**config.mk**
```make
export PLATFORM = sky130hd
export DESIGN_NAME = resp_tx_arbiter_flat
export DESIGN_NICKNAME = d
export VERILOG_FILES = /design/src/rtl/resp_tx_arbiter_if.sv /design/src/rtl/resp_tx_arbiter.sv /design/src/flat_wrapper.sv
export SDC_FILE = /design/constraint.sdc
export NUM_CORES = 1
export LEC_CHECK = 0
export BUFFER_PORTS_ARGS = -buffer_cell sky130_fd_sc_hd__clkbuf_2
export CORE_MARGIN = 2
export CORE_UTILIZATION = 40
export DETAILED_ROUTE_END_ITERATION = 16
export GPL_ROUTABILITY_DRIVEN = 0
export HOLD_SLACK_MARGIN = 0.02
export PLACE_DENSITY = 0.6
export SETUP_SLACK_MARGIN = 0.5
export SYNTH_ARGS = -nofsm -noshare
export SYNTH_HDL_FRONTEND = slang
export SYNTH_SLANG_ARGS = --single-unit
```
**constraint.sdc**
```tcl
create_clock -name clk -period 5.1 [get_ports clk]
set_input_delay 0.255 -clock clk [delete_from_list [all_inputs] [get_ports clk]]
set_output_delay 0.255 -clock clk [all_outputs]
set_load 0.005 [all_outputs]
```
**src/rtl/resp_tx_arbiter_if.sv**
```systemverilog
// rtl/resp_tx_arbiter_if.sv - requester, transmitter and status signals of the response arbiter
interface resp_tx_arbiter_if;
    logic       req0_wr;
    logic [7:0] req0_data;
    logic       req0_full;
    logic       req1_wr;
    logic [7:0] req1_data;
    logic       req1_full;
    logic       resp_trmt;
    logic [7:0] resp_tx_data;
    logic       resp_tx_done;
    logic       busy;
    logic       ovf;
    logic       clr_ovf;

    modport slave (
        input  req0_wr, req0_data, req1_wr, req1_data, resp_tx_done, clr_ovf,
        output req0_full, req1_full, resp_trmt, resp_tx_data, busy, ovf
    );

    modport master (
        output req0_wr, req0_data, req1_wr, req1_data, resp_tx_done, clr_ovf,
        input  req0_full, req1_full, resp_trmt, resp_tx_data, busy, ovf
    );
endinterface

```
**src/rtl/resp_tx_arbiter.sv**
```systemverilog
// rtl/resp_tx_arbiter.sv - two-FIFO round-robin arbiter sharing one UART response transmitter
module resp_tx_arbiter #(
    parameter int DEPTH = 4
) (
    input logic             clk,
    input logic             rst_n,
    resp_tx_arbiter_if.slave bus
);
    localparam int AW = $clog2(DEPTH);
    localparam int CW = AW + 1;

    typedef enum logic [1:0] {IDLE, LOAD, BUSY} state_t;

    state_t        state_q, state_d;
    logic          trmt_q, trmt_d;
    logic [7:0]    data_q, data_d;
    logic          last_q, last_d;
    logic          ovf_q, ovf_d;
    logic [AW-1:0] wptr_q [2];
    logic [AW-1:0] wptr_d [2];
    logic [AW-1:0] rptr_q [2];
    logic [AW-1:0] rptr_d [2];
    logic [CW-1:0] cnt_q  [2];
    logic [CW-1:0] cnt_d  [2];
    logic [7:0]    mem_q  [2][DEPTH];
    logic [7:0]    mem_d  [2][DEPTH];

    logic [1:0] wr, ne, full, do_wr, pop;
    logic [7:0] wdata [2];
    logic       grant;

    assign wr       = {bus.req1_wr, bus.req0_wr};
    assign wdata[0] = bus.req0_data;
    assign wdata[1] = bus.req1_data;
    assign ne       = {cnt_q[1] != '0, cnt_q[0] != '0};
    assign full     = {cnt_q[1] == CW'(DEPTH), cnt_q[0] == CW'(DEPTH)};
    // A write to a full FIFO is dropped even when that FIFO pops in the same cycle.
    assign do_wr    = wr & ~full;

    always_comb begin
        state_d = state_q;
        trmt_d  = 1'b0;
        data_d  = data_q;
        last_d  = last_q;
        pop     = '0;
        grant   = 1'b0;
        case (state_q)
            IDLE: begin
                if (|ne) begin
                    grant       = (&ne) ? ~last_q : ne[1];
                    pop[grant]  = 1'b1;
                    data_d      = mem_q[grant][rptr_q[grant]];
                    trmt_d      = 1'b1;
                    last_d      = grant;
                    state_d     = LOAD;
                end
            end
            // done may still be high from the previous byte, so LOAD never samples it.
            LOAD: state_d = BUSY;
            BUSY: if (bus.resp_tx_done) state_d = IDLE;
            default: state_d = IDLE;
        endcase

        ovf_d = (ovf_q & ~bus.clr_ovf) | (|(wr & full));

        mem_d = mem_q;
        for (int i = 0; i < 2; i++) begin
            wptr_d[i] = wptr_q[i] + AW'(do_wr[i]);
            rptr_d[i] = rptr_q[i] + AW'(pop[i]);
            cnt_d[i]  = cnt_q[i] + CW'(do_wr[i]) - CW'(pop[i]);
            if (do_wr[i]) mem_d[i][wptr_q[i]] = wdata[i];
        end
    end

    always_ff @(posedge clk or negedge rst_n) begin
        if (!rst_n) begin
            state_q <= IDLE;
            trmt_q  <= 1'b0;
            data_q  <= 8'h00;
            last_q  <= 1'b1;
            ovf_q   <= 1'b0;
            for (int i = 0; i < 2; i++) begin
                wptr_q[i] <= '0;
                rptr_q[i] <= '0;
                cnt_q[i]  <= '0;
            end
        end else begin
            state_q <= state_d;
            trmt_q  <= trmt_d;
            data_q  <= data_d;
            last_q  <= last_d;
            ovf_q   <= ovf_d;
            for (int i = 0; i < 2; i++) begin
                wptr_q[i] <= wptr_d[i];
                rptr_q[i] <= rptr_d[i];
                cnt_q[i]  <= cnt_d[i];
            end
        end
    end

    always_ff @(posedge clk) begin
        mem_q <= mem_d;
    end

    assign bus.req0_full    = full[0];
    assign bus.req1_full    = full[1];
    assign bus.resp_trmt    = trmt_q;
    assign bus.resp_tx_data = data_q;
    assign bus.busy         = (state_q != IDLE) | (|ne);
    assign bus.ovf          = ovf_q;
endmodule

```
**src/flat_wrapper.sv**
```systemverilog
// flat-port wrapper written by rule: the top's interface ports become plain ports
module resp_tx_arbiter_flat 
#(
    parameter int DEPTH = 4
)
  (clk, rst_n, bus_req0_wr, bus_req0_data, bus_req1_wr, bus_req1_data, bus_resp_tx_done, bus_clr_ovf, bus_req0_full, bus_req1_full, bus_resp_trmt, bus_resp_tx_data, bus_busy, bus_ovf);
  resp_tx_arbiter_if bus_i ();
  input logic clk;
  input logic rst_n;
  input wire logic [$bits(bus_i.req0_wr)-1:0] bus_req0_wr;
  input wire logic [$bits(bus_i.req0_data)-1:0] bus_req0_data;
  input wire logic [$bits(bus_i.req1_wr)-1:0] bus_req1_wr;
  input wire logic [$bits(bus_i.req1_data)-1:0] bus_req1_data;
  input wire logic [$bits(bus_i.resp_tx_done)-1:0] bus_resp_tx_done;
  input wire logic [$bits(bus_i.clr_ovf)-1:0] bus_clr_ovf;
  output wire logic [$bits(bus_i.req0_full)-1:0] bus_req0_full;
  output wire logic [$bits(bus_i.req1_full)-1:0] bus_req1_full;
  output wire logic [$bits(bus_i.resp_trmt)-1:0] bus_resp_trmt;
  output wire logic [$bits(bus_i.resp_tx_data)-1:0] bus_resp_tx_data;
  output wire logic [$bits(bus_i.busy)-1:0] bus_busy;
  output wire logic [$bits(bus_i.ovf)-1:0] bus_ovf;
  assign bus_i.req0_wr = bus_req0_wr;
  assign bus_i.req0_data = bus_req0_data;
  assign bus_i.req1_wr = bus_req1_wr;
  assign bus_i.req1_data = bus_req1_data;
  assign bus_i.resp_tx_done = bus_resp_tx_done;
  assign bus_i.clr_ovf = bus_clr_ovf;
  assign bus_req0_full = bus_i.req0_full;
  assign bus_req1_full = bus_i.req1_full;
  assign bus_resp_trmt = bus_i.resp_trmt;
  assign bus_resp_tx_data = bus_i.resp_tx_data;
  assign bus_busy = bus_i.busy;
  assign bus_ovf = bus_i.ovf;
  resp_tx_arbiter #(.DEPTH(DEPTH)) u_core (.clk(clk), .rst_n(rst_n), .bus(bus_i));
endmodule
```
==> results of run 1 <==
## layer usage
metal	up-vias	global-route usage
met5	-	0
met4	0	0.06955
met3	15	0.04113
met2	48	0.1915
met1	861	0.1915
li1	827	-
## layout make-up
cell class	instances	area, um^2
Clock inverter	7	73.82
Inverter	5	18.77
Tap cell	108	135.1
Timing Repair Buffer	37	195.2
Fill cell	756	4609
Sequential cell	91	2599
Multi-Input combinational cell	93	923.4
Clock buffer	9	123.9
## cell usage after synthesis
| library cell | count | share of area |
|---|---|---|
| nor2b_1 | 2 | 0.0035 |
| nand2_1 | 5 | 0.0053 |
| o211ai_1 | 1 | 0.0021 |
| nor2_1 | 13 | 0.014 |
| fa_1 | 2 | 0.011 |
| dfstp_2 | 1 | 0.0074 |
| a21boi_0 | 1 | 0.0021 |
| a22oi_1 | 1 | 0.0021 |
| or2_2 | 1 | 0.0018 |
| xnor2_1 | 7 | 0.017 |
| a21oi_1 | 9 | 0.013 |
| a21o_1 | 1 | 0.0021 |
| and3_1 | 2 | 0.0035 |
| nor3_1 | 1 | 0.0014 |
| buf_1 | 2 | 0.0021 |
| and3b_1 | 2 | 0.0049 |
| ha_1 | 4 | 0.014 |
| a21boi_2 | 1 | 0.0031 |
| or2_1 | 1 | 0.0018 |
| mux2_2 | 1 | 0.0031 |
| buf_6 | 1 | 0.0031 |
| or3_4 | 1 | 0.0031 |
| nand3_1 | 2 | 0.0028 |
| xor2_1 | 4 | 0.0098 |
| mux2i_1 | 8 | 0.022 |
| buf_2 | 3 | 0.0042 |
| nor3_2 | 1 | 0.0028 |
| inv_1 | 5 | 0.0053 |
| dfrtp_1 | 26 | 0.18 |
| nor3b_1 | 4 | 0.0084 |
| edfxtp_1 | 64 | 0.54 |
| o21ai_0 | 2 | 0.0028 |
| mux4_2 | 16 | 0.10 |
## flip-flops by register name, summed over array words and instances, names as in the netlist
register / count
u_core.wptr_q: 4
u_core.bus.resp_tx_data: 8
u_core.state_q: 2
u_core.rptr_q: 4
u_core.last_q: 1
u_core.mem_q: 64
u_core.bus.ovf: 1
u_core.cnt_q: 6
u_core.bus.resp_trmt: 1
## stage by stage
stage	util	instances	setup slack [ps]	hold slack, ps	instance area (um^2)
after global routing	0.4689	350	2620	99.65	4069
after global placement	0.4449	333	2863	340.3	3861
after detailed placement	0.4449	333	2800	341.7	3861
final	0.4689	350	2792	95.90	4069
after floorplan	-	195	2941	-40.59	3575
after CTS	0.4689	350	2794	73.63	4069
## worst register-to-register path: cells and delay by family, from the launching register on
family / cells / cell delay, ps
fa+ha+maj: 2 / 580
compound gates: 1 / 190
simple gates: 2 / 570
flops: 1 / 430
xor+xnor: 3 / 480
## worst max path at each step
stage | slack [ps] | end | from | depth (start not counted)
CTS | 2790 | u_core.cnt_q[2]$_DFF_PN0_ | u_core.cnt_q[3]$_DFF_PN0_ | 8
floorplan | 2940 | u_core.cnt_q[5]$_DFF_PN0_ | u_core.cnt_q[3]$_DFF_PN0_ | 8
global route | 2620 | u_core.cnt_q[2]$_DFF_PN0_ | u_core.cnt_q[3]$_DFF_PN0_ | 8
finish | 2790 | u_core.cnt_q[2]$_DFF_PN0_ | u_core.cnt_q[3]$_DFF_PN0_ | 8
detailed placement | 2800 | u_core.cnt_q[2]$_DFF_PN0_ | u_core.cnt_q[3]$_DFF_PN0_ | 8
global placement | 2860 | u_core.cnt_q[5]$_DFF_PN0_ | u_core.cnt_q[3]$_DFF_PN0_ | 8
## kinds of logic after synthesis
group                      count (synthesis)  synth area share
adders and majority gates                  6           0.02520
xor gates and xnor gates                  11           0.02695
muxes                                     25            0.1264
AOI/OAI and AO/OA                         16           0.02695
and+or+nand+nor                           35           0.05286
buffers and inverters                     11           0.01470
DFF                                       91            0.7270
## power by group through the flow
stage	clock (mW)	sequential, mW	combinational [mW]
2_1_floorplan	0	1.12	0.624
3_3_place_gp	0	1.21	0.740
3_5_place_dp	0	1.22	0.747
4_1_cts	0.499	1.20	0.752
5_1_grt	0.530	1.23	0.838
6_report	0.482	1.20	0.735
## repair_timing
action / 4_1_cts / 5_1_grt
hold endpoints to repair: 26 / 0
gates resized for setup: 0 / 0
buffers inserted: 0 / 0
hold buffers: 1 / 0
==> impl_metrics.tcl, run 1 <==
set metrics [dict create \
    status "finished, final reports clean" \
    dieArea_um2 9709 \
    maxSlewHeadroom 0.4550 \
    drc 0 \
    seqPwrFrac 0.496 \
    final_common_cell "edfxtp_1" \
    vias 1751 \
    crit_fanout 5 \
    cts_tree "yes" \
    top_layer "met4" \
    start_util 0.4119 \
    ff2ff_setup_slack_ps 2790 \
    hold_path_depth 2 \
    ys_seq_area_frac 0.7270 \
    fin_total_pwr_mw 2.414 \
    rsz0062_at_grt "no" \
    antenna_found_initial 0 \
    die_h_um 98.54 \
    grt_pass1_wl_mm 9.749 \
    fmax_mhz 433.2 \
    crit_buf_inv 0 \
    clkPwrFrac 0.200 \
    worst_pin_slew_ps 814.4 \
    area_delta_synth_final_pct 13.83 \
    r2r-start "u_core.cnt_q[3]$_DFF_PN0_" \
    grt-ovfl-total 0 \
    synth_nets 223 \
    setup_viol 0 \
    startpoint_type "register" \
    drt_iter0_drc 85 \
    p_leak_nw 1.520 \
    drv_cap 0 \
    drt-total-wl_mm 5.830 \
    cp_common_cell "xnor2_1" \
    synth-seq-cells 91 \
    reg2reg_depth 8 \
    ir_drop_v 0.0002371 \
    grt_max_degree 28 \
    slew_viol_final 0 \
    yosys.cell_types.count 33 \
    internal_power_mw 1.635 \
    most-common-layout-cells "64 x edfxtp_1, 34 x clkbuf_2, 26 x dfrtp_1, 16 x mux4_2, 13 x nor2_1" \
    num_io_pins 35 \
    cp_data_arrival_time_ps 2580 \
    cts_sinks 91 \
    portBuffers 34 \
    critPathTopFamily "adder cells" \
    p_sw_frac 0.3228 \
    core_area_um2 8678 \
    diodes 0 \
    vias_per_cell 5.003 \
    syn_area_um2 3575 \
    hold-path-endpoint "u_core.bus.ovf$_DFF_PN0_" \
    max_stage_delay_ps 430 \
    hold_class "in -> reg" \
    rows 34 \
    root_buffer "clkbuf_8" \
    die_x_um 98.54 \
    clk_pin_slew_ps 80 \
    cts_buffer_depth 2 \
    setup_tns_ps 0 \
    cp-end-kind "register" \
    hold_violations 0 \
    worstHoldStart "bus_clr_ovf" \
    htreeDepth 3 \
    fin_crit_sh 0.4526 \
    path_cells "or3_4 -> a21oi_1 -> nand2_1 -> xnor2_1 -> ha_1 -> fa_1 -> xnor2_1 -> xnor2_1" \
    timing.rr.end "u_core.cnt_q[2]$_DFF_PN0_" \
    dp.final_hpwl_mm 3.956 \
    clk-insertion-delay-late_ps 350 \
    p_per_area_nw_per_um2 593.3 \
    cts_buffers 9 \
    synthCells 195 \
    finClkSkew_ps 12.83 \
    p_sw_mw 0.7794 \
    combPwrFrac 0.304 \
    grt_pass1_vias 1836 \
    grtUsageTotal 0.1357 \
    ant_nets 0 \
    synth_warnings 0 \
    critPathKind "reg -> reg" \
    final_layout_size_suffix_gt1_frac 0.2975 \
    wire_per_inst_um 16.66 \
    syn_area_per_cell_um2 18.33 \
    routedLengthMet1_mm 2.690 \
    cp_slowest_cell "dfrtp_1" \
    wl_met3_um 284 \
    min_period_ps 2308 \
    drt_pass1_iterations 4 \
    wl_met2_mm 2.678 \
    nets 265 \
    required_ps 5370 \
]
(Power assumes the default switching activity.)
==> run 2, diff against run 1 <==
--- a/config.mk
+++ b/config.mk
@@ -11,7 +11,7 @@
 export DETAILED_ROUTE_END_ITERATION = 16
 export GPL_ROUTABILITY_DRIVEN = 0
 export HOLD_SLACK_MARGIN = 0.02
-export PLACE_DENSITY = 0.6
+export PLACE_DENSITY = 0.62
 export SETUP_SLACK_MARGIN = 0.5
 export SYNTH_ARGS = -nofsm -noshare
 export SYNTH_HDL_FRONTEND = slang
==> constraint.sdc (replaced) <==
create_clock -name clk -period 2.05 [get_ports clk]
set_input_delay 0.1025 -clock clk [delete_from_list [all_inputs] [get_ports clk]]
set_output_delay 0.1025 -clock clk [all_outputs]
set_load 0.005 [all_outputs]
==> run 2 against run 1 <==
Against the previous run:
- the run now ends with negative setup slack left
- via count rose by 13%
- register-to-register slack got worse by 2800 ps
- sequential cell count stayed put
- non-clock buffer count is 52 higher
- clock power grew to 2.5 times the previous value
- worst setup slack worse by 2800 ps
- combinational power increased to 3.8 times the previous value
- highest routed layer unchanged
==> impl_metrics.tcl, run 2 (synthesis results as in run 1) <==
set metrics [dict create \
    drt-total-wl_mm 6.489 \
    cts_sinks 91 \
    vias 1986 \
    crit_fanout 3 \
    drc 0 \
    cp-end-kind "register" \
    internal_power_mw 4.701 \
    reg2reg_depth 8 \
    maxSlewHeadroom 0.5248 \
    dieArea_um2 9709 \
    clk_pin_slew_ps 100 \
    slew_viol_final 0 \
    failed_checks "negative setup slack" \
    grt_max_degree 28 \
    p_leak_nw 1.825 \
    clkPwrFrac 0.174 \
    diodes 0 \
    cp_data_arrival_time_ps 2350 \
    drt_iter0_drc 90 \
    drt_pass1_iterations 4 \
    wire_per_inst_um 16.14 \
    fmax_mhz 486.3 \
    startpoint_type "register" \
    layout.cells.non_filler 402 \
    rows 34 \
    p_sw_mw 2.274 \
    startpoint "u_core.cnt_q[5]$_DFF_PN0_" \
    hold_path_depth 3 \
    core_area_um2 8678 \
    critPathKind "reg -> reg" \
    largest_register_ffs 64 \
    most-common-layout-cells "64 x edfxtp_1, 33 x clkbuf_2, 25 x dfrtp_1, 21 x buf_4, 20 x dlygate4sd3_1" \
    r2r-start "u_core.cnt_q[5]$_DFF_PN0_" \
    antenna_found_initial 0 \
    grt-ovfl-total 0 \
    hold_violations 0 \
    status "finished with violations" \
    seqPwrFrac 0.421 \
    finClkSkew_ps 12.34 \
    top_register "u_core.mem_q" \
    die_h_um 98.54 \
    clk-insertion-delay-late_ps 360 \
    htreeDepth 3 \
    cts_buffers 9 \
    portBuffers 34 \
    grt_pass1_vias 2027 \
    grtUsageTotal 0.1484 \
    worst_pin_slew_ps 712.8 \
    p_sw_frac 0.3260 \
    required_ps 2340 \
    area_delta_synth_final_pct 33.43 \
    start_util 0.4119 \
    num_io_pins 35 \
    hold_class "in -> reg" \
    nets 317 \
    p_per_area_nw_per_um2 1462 \
    die_x_um 98.54 \
    vias_per_cell 4.940 \
    final_common_cell "edfxtp_1" \
    min_period_ps 2056 \
    place_inst 348 \
    dp.final_hpwl_mm 4.134 \
    grt_pass1_wl_mm 10.75 \
    fin_crit_sh 1.003 \
    drv_cap 0 \
    setup_tns_ps -6.170 \
    cts_tree "yes" \
    setup_viol 1 \
    setup_slack_ps -6.170 \
    rsz0062_at_grt "yes" \
    worstHoldStart "bus_resp_tx_done" \
    ir_drop_v 0.0006727 \
    final_layout_size_suffix_gt1_frac 0.4524 \
    combPwrFrac 0.404 \
    root_buffer "clkbuf_8" \
    cts_buffer_depth 2 \
    ant_nets 0 \
]
run 2: layout make-up:
class / count / area (um^2)
Tap cell: 108 / 135.1
Clock buffer: 9 / 123.9
Multi-Input combinational cell: 93 / 1112
Sequential cell: 91 / 2600
Fill cell: 723 / 3909
Clock inverter: 7 / 75.07
Timing Repair Buffer: 89 / 704.4
Inverter: 5 / 18.77
run 2: per-stage QoR:
| step | setup slack (ps) | area (um^2) | hold slack [ps] | util | total power [mW] |
|---|---|---|---|---|---|
| CTS | 2.277 | 4607 | 45.02 | 0.5309 | 6.765 |
| detailed placement | 3.726 | 4044 | 193.1 | 0.4660 | 5.230 |
| finish | -6.170 | 4770 | 67.45 | 0.5496 | 6.975 |
| global placement | 31.66 | 4044 | 184.5 | 0.4660 | 5.158 |
| global route | -82.34 | 4770 | 93.66 | 0.5496 | 7.445 |
| floorplan | -26.53 | 3645 | -193.1 | - | 4.464 |
run 2: power by group through the flow:
stage / Combinational (mW) / Sequential (mW) / Clock (mW)
2_1_floorplan: 1.64 / 2.83 / 0
3_3_place_gp: 2.21 / 2.95 / 0
3_5_place_dp: 2.26 / 2.97 / 0
4_1_cts: 2.60 / 2.92 / 1.25
5_1_grt: 3.12 / 3.01 / 1.32
6_report: 2.82 / 2.94 / 1.22
run 2: path summary, 6_finish.rpt:
kind	end	slack [ps]
max	u_core.cnt_q[2]$_DFF_PN0_	-6
min	u_core.state_q[1]$_DFFE_PN0P_	70
max reg2reg	u_core.cnt_q[2]$_DFF_PN0_	-6
min reg2reg	u_core.last_q$_DFFE_PN1P_	530
max in group asynchronous	u_core.rptr_q[0]$_DFF_PN0_	1240
min in group asynchronous	u_core.cnt_q[2]$_DFF_PN0_	310
run 2: critical path, stage by stage, from the launching register on:
cell,delay [ps]
dfrtp_1,390
or3_4,410
a21oi_4,140
nand2_2,80
xnor2_1,140
ha_2,190
fa_2,330
xnor2_1,170
xnor2_1,130
run 2: timing repair:
item | 4_1_cts | 5_1_grt
resized for setup | 24 | 20
hold buffers | 20 | 0
setup buffers | 9 | 9
setup endpoints to repair | 79 | 85
endpoints found under the hold margin | 91 | 0
pin swaps | 4 | 4
run 2: layer usage:
layer  routed length [um]  vias to the layer above  global-route usage
met5                    0                        -                   0
met4                   82                        0             0.04426
met2                 3382                       43              0.2412
li1                     -                      936                   -
met3                  291                        9             0.04610
met1                 2733                      998              0.1942
==> run 3, diff against run 2 <==
--- a/config.mk
+++ b/config.mk
@@ -6,12 +6,14 @@
 export NUM_CORES = 1
 export LEC_CHECK = 0
 export BUFFER_PORTS_ARGS = -buffer_cell sky130_fd_sc_hd__clkbuf_2
+export CELL_PAD_IN_SITES_DETAIL_PLACEMENT = 0
+export CELL_PAD_IN_SITES_GLOBAL_PLACEMENT = 1
 export CORE_MARGIN = 2
 export CORE_UTILIZATION = 40
 export DETAILED_ROUTE_END_ITERATION = 16
 export GPL_ROUTABILITY_DRIVEN = 0
 export HOLD_SLACK_MARGIN = 0.02
-export PLACE_DENSITY = 0.62
+export PLACE_DENSITY = 0.7
 export SETUP_SLACK_MARGIN = 0.5
 export SYNTH_ARGS = -nofsm -noshare
 export SYNTH_HDL_FRONTEND = slang
==> run 3 against run 2 <==
Against the previous run:
- the run still ends with negative setup slack left
- routed wire length rose by 1.7%
- worst setup slack got worse by 14 ps
- final area rose by 1.9%
- critical endpoint unchanged
- largest power group is now combinational logic
- highest routed layer unchanged
==> impl_metrics.tcl, run 3 (synthesis results as in run 1) <==
set metrics [dict create \
    vias_per_cell 4.873 \
    antenna_found_initial 0 \
    start_util 0.4119 \
    top_usage_layer "met2" \
    hold_class "in -> reg" \
    p_per_area_nw_per_um2 1510 \
    finClkSkew_ps 13.05 \
    drt-total-wl_mm 6.599 \
    use_met2 0.2266 \
    worst_pin_slew_ps 720.2 \
    drv_cap 0 \
    met3_usage 0.03546 \
    core_area_um2 8678 \
    grt_pass1_vias 1979 \
    groute.layer.met1.usage 0.2075 \
    slew_viol_final 0 \
    fin_util 0.5600 \
    place_inst 346 \
    cts_buffers 9 \
    diodes 0 \
    worstHoldStart "bus_resp_tx_done" \
    ir_drop_v 0.0006471 \
    drt_pass1_iterations 4 \
    hold-path-endpoint "u_core.state_q[1]$_DFFE_PN0P_" \
    clk_pin_slew_ps 90 \
    ff2ff_setup_slack_ps -20 \
    required_ps 2300 \
    startpoint_type "register" \
    nets 316 \
    grt-ovfl-total 0 \
    most-common-layout-cells "64 x edfxtp_1, 33 x clkbuf_2, 24 x dfrtp_1, 20 x dlygate4sd3_1" \
    hold_path_depth 3 \
    failed_checks "negative setup slack" \
    portBuffers 34 \
    htreeDepth 3 \
    cts_tree "yes" \
    vias 1954 \
    grt_max_degree 28 \
    ant_nets 0 \
    fin_crit_sh 1.010 \
    p_leak_nw 1.871 \
    dieArea_um2 9709 \
    min_period_ps 2070 \
    grtUsageTotal 0.1472 \
    rows 34 \
    final_common_cell "edfxtp_1" \
    reg2reg_depth 8 \
    setup_tns_ps -20.14 \
    critPathKind "reg -> reg" \
    die_x_um 98.54 \
    crit_fanout 4 \
    fmax_mhz 483.1 \
    setup_viol 1 \
    drc 0 \
    final_layout_size_suffix_gt1_frac 0.4539 \
    top_register "u_core.mem_q" \
    layout.cells.non_filler 401 \
    r2r-start "u_core.cnt_q[3]$_DFF_PN0_" \
    rsz0062_at_grt "yes" \
    grt_pass1_wl_mm 10.56 \
    setup_slack_ps -20.14 \
    drt_iter0_drc 73 \
    cp-end-kind "register" \
    cp_data_arrival_time_ps 2320 \
    hold_violations 0 \
    dp.final_hpwl_mm 4.102 \
    root_buffer "clkbuf_8" \
    maxSlewHeadroom 0.5199 \
    clk-insertion-delay-late_ps 360 \
    cts_buffer_depth 2 \
    status "finished with violations" \
    num_io_pins 35 \
    die_h_um 98.54 \
    pre_cts_ws_ps 2.854 \
    cts_sinks 91 \
    wire_per_inst_um 16.46 \
    area_delta_synth_final_pct 35.95 \
    largest_register_ffs 64 \
    timing.rr.end "u_core.cnt_q[2]$_DFF_PN0_" \
]
==> run 3: cell types whose count changed in the layout (fill, tap and decap cells not counted), sizes merged <==
cell / delta
buf: -1
clkinv: +1
bufinv: +2
clkinvlp: -1
inv: -2
==> run 3: layout make-up <==
cell class | instances | area (um^2)
Fill cell | 700 | 3819
Sequential cell | 91 | 2601
Multi-Input combinational cell | 93 | 1135
Timing Repair Buffer | 88 | 720.7
Tap cell | 108 | 135.1
Clock inverter | 7 | 125.1
Clock buffer | 9 | 123.9
Inverter | 5 | 18.77
==> run 3: what timing repair did <==
item,in CTS,in global routing
resized for setup,24,23
pin swaps,5,4
hold buffers,20,0
hold endpoints to repair,91,0
buffers inserted,11,8
gates cloned,0,0
endpoints found under the setup margin,81,84
==> run 3: worst max-delay path by stage <==
stage                                         start                        end  slack [ps]
after floorplan           u_core.cnt_q[5]$_DFF_PN0_  u_core.cnt_q[5]$_DFF_PN0_         -30
after detailed placement  u_core.cnt_q[5]$_DFF_PN0_  u_core.cnt_q[2]$_DFF_PN0_           3
after CTS                 u_core.cnt_q[5]$_DFF_PN0_  u_core.cnt_q[2]$_DFF_PN0_          20
after global routing      u_core.cnt_q[5]$_DFF_PN0_  u_core.cnt_q[2]$_DFF_PN0_        -100
final                     u_core.cnt_q[3]$_DFF_PN0_  u_core.cnt_q[2]$_DFF_PN0_         -20
after global placement    u_core.cnt_q[5]$_DFF_PN0_  u_core.cnt_q[2]$_DFF_PN0_          20
==> run 3: power by group <==
part / internal (mW) / switching [mW]
Clock: 0.820 / 0.642
Combinational: 1.64 / 1.31
Sequential: 2.55 / 0.367
Total: 5.01 / 2.32
==> run 3: stage by stage <==
stage / instance area (um^2) / hold WS, ps / power, mW
after global routing: 4860 / 85.93 / 7.816
after CTS: 4676 / 57.38 / 7.039
after detailed placement: 4029 / 202.7 / 5.229
final: 4860 / 69.83 / 7.338
after floorplan: 3645 / -193.1 / 4.464
after global placement: 4029 / 188.1 / 5.187
==> run 3: worst max-delay path, cell delays in order (launching register included) <==
cell and delay (ps):
dfrtp_1 400, or3_4 400, a21oi_4 170, nand2_4 80
xnor2_2 150, ha_4 160, fa_2 340, xnor2_2 140
xnor2_1 120
==> run 3: metal layers <==
metal  routed length, um  share of wire
met1                3061           0.46
met2                3218           0.49
met3                 222          0.034
met4                  97          0.015
met5                   0              0
